## config.mk

```make
export PLATFORM = sky130hd
export DESIGN_NAME = schedule_1st_queue
export DESIGN_NICKNAME = d
export VERILOG_FILES = /design/src/rtl/schedule_1st_queue.sv
export SDC_FILE = /design/constraint.sdc
export NUM_CORES = 1
export LEC_CHECK = 0
export CORE_ASPECT_RATIO = 2
export CORE_MARGIN = 3
export CORE_UTILIZATION = 48
export DETAILED_ROUTE_END_ITERATION = 8
export PLACE_DENSITY = 0.76
export SLEW_MARGIN = 30
export SYNTH_ARGS = -nofsm -noshare
export SYNTH_HDL_FRONTEND = slang
export SYNTH_SLANG_ARGS = --single-unit
export TNS_END_PERCENT = 5
```

## constraint.sdc

```tcl
create_clock -name CLK -period 4.73 [get_ports CLK]
set_clock_uncertainty 0.15 [all_clocks]
set_input_delay 0.473 -clock CLK [delete_from_list [all_inputs] [get_ports CLK]]
set_output_delay 0.473 -clock CLK [all_outputs]
set_load 0.005 [all_outputs]
```

## src/rtl/schedule_1st_queue.sv

```systemverilog
// schedule_1st_queue: DEPTH-entry instruction FIFO between decode stage 2 and
// execute, with valid/ready on both sides and FLUSH/STALL/MEM_WAIT control.
// Optional read-after-write hold on the head entry: SCHEDULE_1ST_HAZARD_EN.
//
// Handshake: a transfer happens on a rising CLK edge where VALID and READY
// are both 1 in the preceding cycle; VALID never depends on READY of the same
// side, and a presented head stays unchanged until it is taken.
module schedule_1st_queue #(
    parameter int DEPTH = 4,
    parameter int CNT_W = $clog2(DEPTH + 1)
) (
    input  logic             CLK,
    input  logic             RST,
    input  logic             FLUSH,
    input  logic             STALL,
    input  logic             MEM_WAIT,
    input  logic             DECODE_2ND_VALID,
    output logic             DECODE_2ND_READY,
    input  logic [31:0]      DECODE_2ND_PC,
    input  logic [31:0]      DECODE_2ND_IMM,
    input  logic [6:0]       DECODE_2ND_OPCODE,
    input  logic [6:0]       DECODE_2ND_FUNCT7,
    input  logic [4:0]       DECODE_2ND_RD,
    input  logic [4:0]       DECODE_2ND_RS1,
    input  logic [4:0]       DECODE_2ND_RS2,
    input  logic [2:0]       DECODE_2ND_FUNCT3,
    output logic             SCHEDULE_1ST_VALID,
    input  logic             SCHEDULE_1ST_READY,
    output logic [31:0]      SCHEDULE_1ST_PC,
    output logic [6:0]       SCHEDULE_1ST_OPCODE,
    output logic [4:0]       SCHEDULE_1ST_RD,
    output logic [2:0]       SCHEDULE_1ST_FUNCT3,
    output logic [6:0]       SCHEDULE_1ST_FUNCT7,
    output logic [31:0]      SCHEDULE_1ST_IMM,
    input  logic             WB_VALID,
    input  logic [4:0]       WB_RD,
    output logic [CNT_W-1:0] QUEUE_COUNT
);
    localparam int PTR_W = $clog2(DEPTH);

    typedef struct packed {
        logic [31:0] pc;
        logic [6:0]  opcode;
        logic [4:0]  rd;
        logic [2:0]  funct3;
        logic [6:0]  funct7;
        logic [31:0] imm;
`ifdef SCHEDULE_1ST_HAZARD_EN
        logic [4:0]  rs1;
        logic [4:0]  rs2;
`endif
    } entry_t;

    entry_t             mem_q [DEPTH];
    entry_t             entry_in;
    entry_t             head;
    logic [PTR_W-1:0]   wr_ptr_q, wr_ptr_d;
    logic [PTR_W-1:0]   rd_ptr_q, rd_ptr_d;
    logic [CNT_W-1:0]   cnt_q, cnt_d;
    logic               stalled;
    logic               push;
    logic               pop;
    logic               hold;

    assign entry_in.pc     = DECODE_2ND_PC;
    assign entry_in.opcode = DECODE_2ND_OPCODE;
    assign entry_in.rd     = DECODE_2ND_RD;
    assign entry_in.funct3 = DECODE_2ND_FUNCT3;
    assign entry_in.funct7 = DECODE_2ND_FUNCT7;
    assign entry_in.imm    = DECODE_2ND_IMM;
`ifdef SCHEDULE_1ST_HAZARD_EN
    assign entry_in.rs1    = DECODE_2ND_RS1;
    assign entry_in.rs2    = DECODE_2ND_RS2;
`endif

    assign stalled = STALL || MEM_WAIT;
    assign head    = mem_q[rd_ptr_q];

    // Full blocks push even if a pop happens in the same cycle.
    assign DECODE_2ND_READY = !RST && !FLUSH && !stalled && (cnt_q < CNT_W'(DEPTH));
    assign push             = DECODE_2ND_VALID && DECODE_2ND_READY;

    // RST and FLUSH also mask VALID so the downstream never sees a transfer
    // that the queue itself discards.
    assign SCHEDULE_1ST_VALID = (cnt_q != '0) && !hold && !stalled && !RST && !FLUSH;
    assign pop                = SCHEDULE_1ST_VALID && SCHEDULE_1ST_READY;

    // A non-presented head reads as an all-zero NOP.
    assign SCHEDULE_1ST_PC     = SCHEDULE_1ST_VALID ? head.pc     : '0;
    assign SCHEDULE_1ST_OPCODE = SCHEDULE_1ST_VALID ? head.opcode : '0;
    assign SCHEDULE_1ST_RD     = SCHEDULE_1ST_VALID ? head.rd     : '0;
    assign SCHEDULE_1ST_FUNCT3 = SCHEDULE_1ST_VALID ? head.funct3 : '0;
    assign SCHEDULE_1ST_FUNCT7 = SCHEDULE_1ST_VALID ? head.funct7 : '0;
    assign SCHEDULE_1ST_IMM    = SCHEDULE_1ST_VALID ? head.imm    : '0;
    assign QUEUE_COUNT         = cnt_q;

    // Next pointers and occupancy from the accepted push/pop of this cycle.
    always_comb begin
        wr_ptr_d = wr_ptr_q;
        rd_ptr_d = rd_ptr_q;
        cnt_d    = cnt_q;
        if (push) wr_ptr_d = wr_ptr_q + 1'b1;
        if (pop)  rd_ptr_d = rd_ptr_q + 1'b1;
        case ({push, pop})
            2'b10:   cnt_d = cnt_q + CNT_W'(1);
            2'b01:   cnt_d = cnt_q - CNT_W'(1);
            default: cnt_d = cnt_q;
        endcase
    end

    // Pointer/count registers; RST beats FLUSH, both empty the queue.
    always_ff @(posedge CLK) begin
        if (RST || FLUSH) begin
            wr_ptr_q <= '0;
            rd_ptr_q <= '0;
            cnt_q    <= '0;
        end else begin
            wr_ptr_q <= wr_ptr_d;
            rd_ptr_q <= rd_ptr_d;
            cnt_q    <= cnt_d;
        end
    end

    // Entry storage; contents are left as-is on RST/FLUSH and masked by VALID.
    always_ff @(posedge CLK) begin
        if (push) mem_q[wr_ptr_q] <= entry_in;
    end

`ifdef SCHEDULE_1ST_HAZARD_EN
    logic [31:1] busy_q, busy_d;
    logic [31:0] busy_rd;
    logic [31:0] busy_full;
    logic        head_writes_rd;
    logic        busy_unused_x0;

    // Stores, branches and the all-zero opcode never produce a register result.
    assign head_writes_rd = (head.rd != 5'd0)
                          && (head.opcode != 7'b0100011)
                          && (head.opcode != 7'b1100011)
                          && (head.opcode != 7'b0000000);

    assign busy_rd        = {busy_q, 1'b0};
    assign hold           = busy_rd[head.rs1] || busy_rd[head.rs2];
    assign busy_unused_x0 = busy_full[0];

    // Writeback clears first so an issue to the same register wins.
    always_comb begin
        busy_full = {busy_q, 1'b0};
        if (WB_VALID)              busy_full[WB_RD]   = 1'b0;
        if (pop && head_writes_rd) busy_full[head.rd] = 1'b1;
        busy_d = busy_full[31:1];
    end

    // Busy scoreboard register, wiped by RST and FLUSH.
    always_ff @(posedge CLK) begin
        if (RST || FLUSH) busy_q <= '0;
        else              busy_q <= busy_d;
    end
`else
    logic unused_hazard_ports;

    assign hold                = 1'b0;
    assign unused_hazard_ports = ^{WB_VALID, WB_RD, DECODE_2ND_RS1, DECODE_2ND_RS2};
`endif

endmodule

```

==> results by group <==
Setup path
  – Max incr delay on CP: 620 ps
  – Slowest CP cell: or4_4
  – CP max FO: 44
  – Critical path class: in2out
  – CP most frequent cell: clkdlybuf4s50_1
  – CP Data Arrival Time: 3050 ps
  – Setup crit end kind: output pin
  – Req. time, crit path: 4110 ps
  – Cells along the critical path: clkdlybuf4s50_1 > or4_4 > nor2_8 > buf_12 > and2_1 > clkdlybuf4s50_1
  – Worst setup SP type: primary input

Placement
  – GPL Wtd Cong: 0.705
  – Pre-CTS setup slack: between 1000 and 1500 ps
  – I/O Buffers: 183
  – DPL Wire Length: 16,000 um

Clocking
  – Htree depth: 1
  – Worst-Skew Late Latency: 540 ps
  – CTS Root Cell: clkbuf_16
  – CTS tree: built
  – Clock Path Buffers: 3
  – TritonCTS Buffers: 29
  – Post-CTS setup buffers: 0
  – Post-CTS sizing: 0
  – Clock-pin slew on the worst setup and hold paths: approximately 70 ps
  – CTS Sinks: between 300 and 400
  – Hold Buf Count CTS: 0

Finish
  – Storage cell area: 0.0105 mm2
  – Synth-to-layout area growth: 25.1%
  – Fraction of layout cells with a size suffix above 1: 0.193
  – Area of the multi-input gates: 0.00281 mm2
  – Fill cell count: 1,918
  – # nets final: 916

Synth
  – Distinct cell type count after synthesis: 28
  – Post-Syn Instances: 603
  – Yosys reg bits: around 350
  – Synth area leaders: edfxtp_1 76%, mux4_2 14%, and2_1 4.2%, dfxtp_1 1.3%, buf_6 0.67%
  – Seq/Total Area, Yosys: 0.777
  – YS warnings: 0
  – Mean area per synthesized cell: 22.4 um2
  – Largest area contributor in the netlist: edfxtp_1
  – Synthesized net count: just over 700
  – Post-synthesis cell area: 0.0135 mm2
  – Yosys top cell area share: 0.764

Timing
  – Final period utilization: 0.776
  – Final hold vios: 0
  – Final Max Tran Viols: 0
  – RSZ-0062 raised after global routing: false
  – TNS Setup: 0 ps
  – Count of endpoints failing setup in the final report: 0
  – Post-route setup slack: around 1100 ps
  – Worst-margin pin slew: between 800 and 900 ps
  – Peak Freq: about 270 MHz
  – Slew margin rel.: 0.427
  – Final hold slack: 343 ps
  – Min cycle time layout: approximately 3700 ps

Pwr
  – Internal: approximately 5.2 mW
  – Comb pwr share: 0.021
  – Sequential Power Share: 0.547
  – Sw Share: 0.175
  – Clock power frac: 0.432
  – Leakage: between 5 and 6 nW
  – Switch Pwr: 1.10 mW
  – PwrDens: 372 mW/mm2
  – VDD IR-drop max: around 330 uV

Global route
  – Largest net degree at the start of global routing: 54
  – Grt ovf: 0
  – First-pass GRT wire length: 40,400 um
  – GR Util All Layers: 0.172
  – Vias in the first global route: 6,976
  – Initial antenna violation count: 2

Floorplan
  – Die Width: about 120 um
  – Row count: 86
  – Die footprint: between 0.03 and 0.04 mm2
  – Initial Util: 0.489
  – Top Ports: 200
  – Core ar.: ~0.028 mm2
  – Die Height: approximately 240 um

Outcome
  – Run status: finished clean

Routing
  – Antenna Nets Post-Route: 0
  – Via Count: 6,354
  – Drt via density: 5.40
  – Post-route DRC violation count: 0
  – Routed len/inst: 22.0 um
  – First DRT Iteration DRCs: 404
  – Drt pass-1 iters: 4
  – WL final: 25,900 um

Job
  – Max cap viols: 0

Hold path
  – Hold/Removal Path Class: reg2reg
[power groups by stage]
stage / logic [mW] / registers, mW / clock network [mW]
floorplan: 0.0176 / 3.51 / 0
global placement: 0.123 / 3.51 / 0
detailed placement: 0.129 / 3.51 / 0
CTS: 0.130 / 3.44 / 2.78
global route: 0.140 / 3.44 / 2.90
finish: 0.129 / 3.44 / 2.72
[cells in the mapped netlist]
cell type    n
inv_1        7
dfxtp_1      9
or4_1        2
edfxtp_1   344
a21oi_1      3
buf_1        2
ha_1         5
xor2_1       2
or4_4        1
o21ai_0      1
buf_6        8
or3_1        1
mux4_2      86
nor4b_1      1
nor3_1       1
nor2_1       7
nor2_8       1
o211ai_1     1
fa_1         1
buf_2       11
mux2i_1      2
nand2_1      3
buf_4        1
and2_1      90
o31ai_1      2
clkbuf_1     8
or2_2        2
nor3b_4      1
[kinds of logic (layout without fill, tap and decap cells)]
| group | count (synthesis) | count (layout) | synth area share |
|---|---|---|---|
| XOR/XNOR | 2 | 2 | 0.00130 |
| buffers and inverters | 37 | 257 | 0.0160 |
| adder cells (fa/ha/maj) | 6 | 6 | 0.00611 |
| AND/OR/NAND/NOR | 110 | 110 | 0.0516 |
| flip-flops | 353 | 353 | 0.777 |
| AO/OA/AOI/OAI | 7 | 7 | 0.00314 |
| multiplexers | 88 | 88 | 0.145 |
| other | 0 | 2 | 0 |
[registers in the layout (all words and copies together) (netlist names), named ones only]
register     count
QUEUE_COUNT      3
wr_ptr_q         2
rd_ptr_q         2
mem_q          344
[placed cells by master, fill, tap and decap left out, types with 2 or more instances in the layout]
cell / n
edfxtp_1: 344
clkdlybuf4s50_1: 183
mux4_2: 86
and2_1: 86
clkbuf_16: 29
bufinv_16: 10
buf_4: 8
dfxtp_1: 7
nor2_1: 7
inv_1: 7
buf_12: 6
ha_1: 5
clkinv_2: 5
and2_4: 4
nand2_1: 3
a21oi_1: 3
clkinv_1: 3
clkinvlp_4: 3
diode_2: 2
o31ai_1: 2
or2_2: 2
or4_1: 2
xor2_1: 2
mux2i_1: 2
dfxtp_4: 2
clkbuf_1: 2
[worst paths after layout]
path | depth (start not counted) | end | start | slack (ps)
worst max-delay path | 6 | SCHEDULE_1ST_IMM[23] | MEM_WAIT | 1060
worst min register to register | 2 | flop | rd_ptr_q[1] | 340
worst max register to register | 3 | mem_q[0][41] | QUEUE_COUNT[2] | 2430
worst min-delay path | 2 | flop | rd_ptr_q[1] | 340
[worst max-delay path, delay by kind of cell]
kind          cells  cell delay [ps]
simple gates      3             1270
buf+inv           3             1250
[metrics by stage]
step | std cells | utilization | power, mW | cell area, um2
2_1_floorplan | 603 | - | 3.53 | 13500
3_3_place_gp | 1122 | 0.571 | 3.63 | 15800
3_5_place_dp | 1122 | 0.571 | 3.64 | 15800
4_1_cts | 1175 | 0.612 | 6.35 | 16900
5_1_grt | 1177 | 0.612 | 6.48 | 16900
6_report | 1177 | 0.612 | 6.28 | 16900
[layer usage]
layer	vias up	GRT usage	share of wire
met1	3304	0.202	0.37
met3	40	0.0296	0.047
met4	0	0.0620	0.029
met2	163	0.316	0.55
met5	-	0	0
li1	2847	-	-
[layout make-up]
cell class | count | share of cell area
Clock inverter | 22 | 0.0222
Tap cell | 352 | 0.0260
Multi-Input combinational cell | 213 | 0.166
Inverter | 7 | 0.00155
Antenna cell | 2 | 0.000296
Timing Repair Buffer | 197 | 0.119
Clock buffer | 31 | 0.0433
Sequential cell | 353 | 0.622
Power figures use the tool's default switching activity.
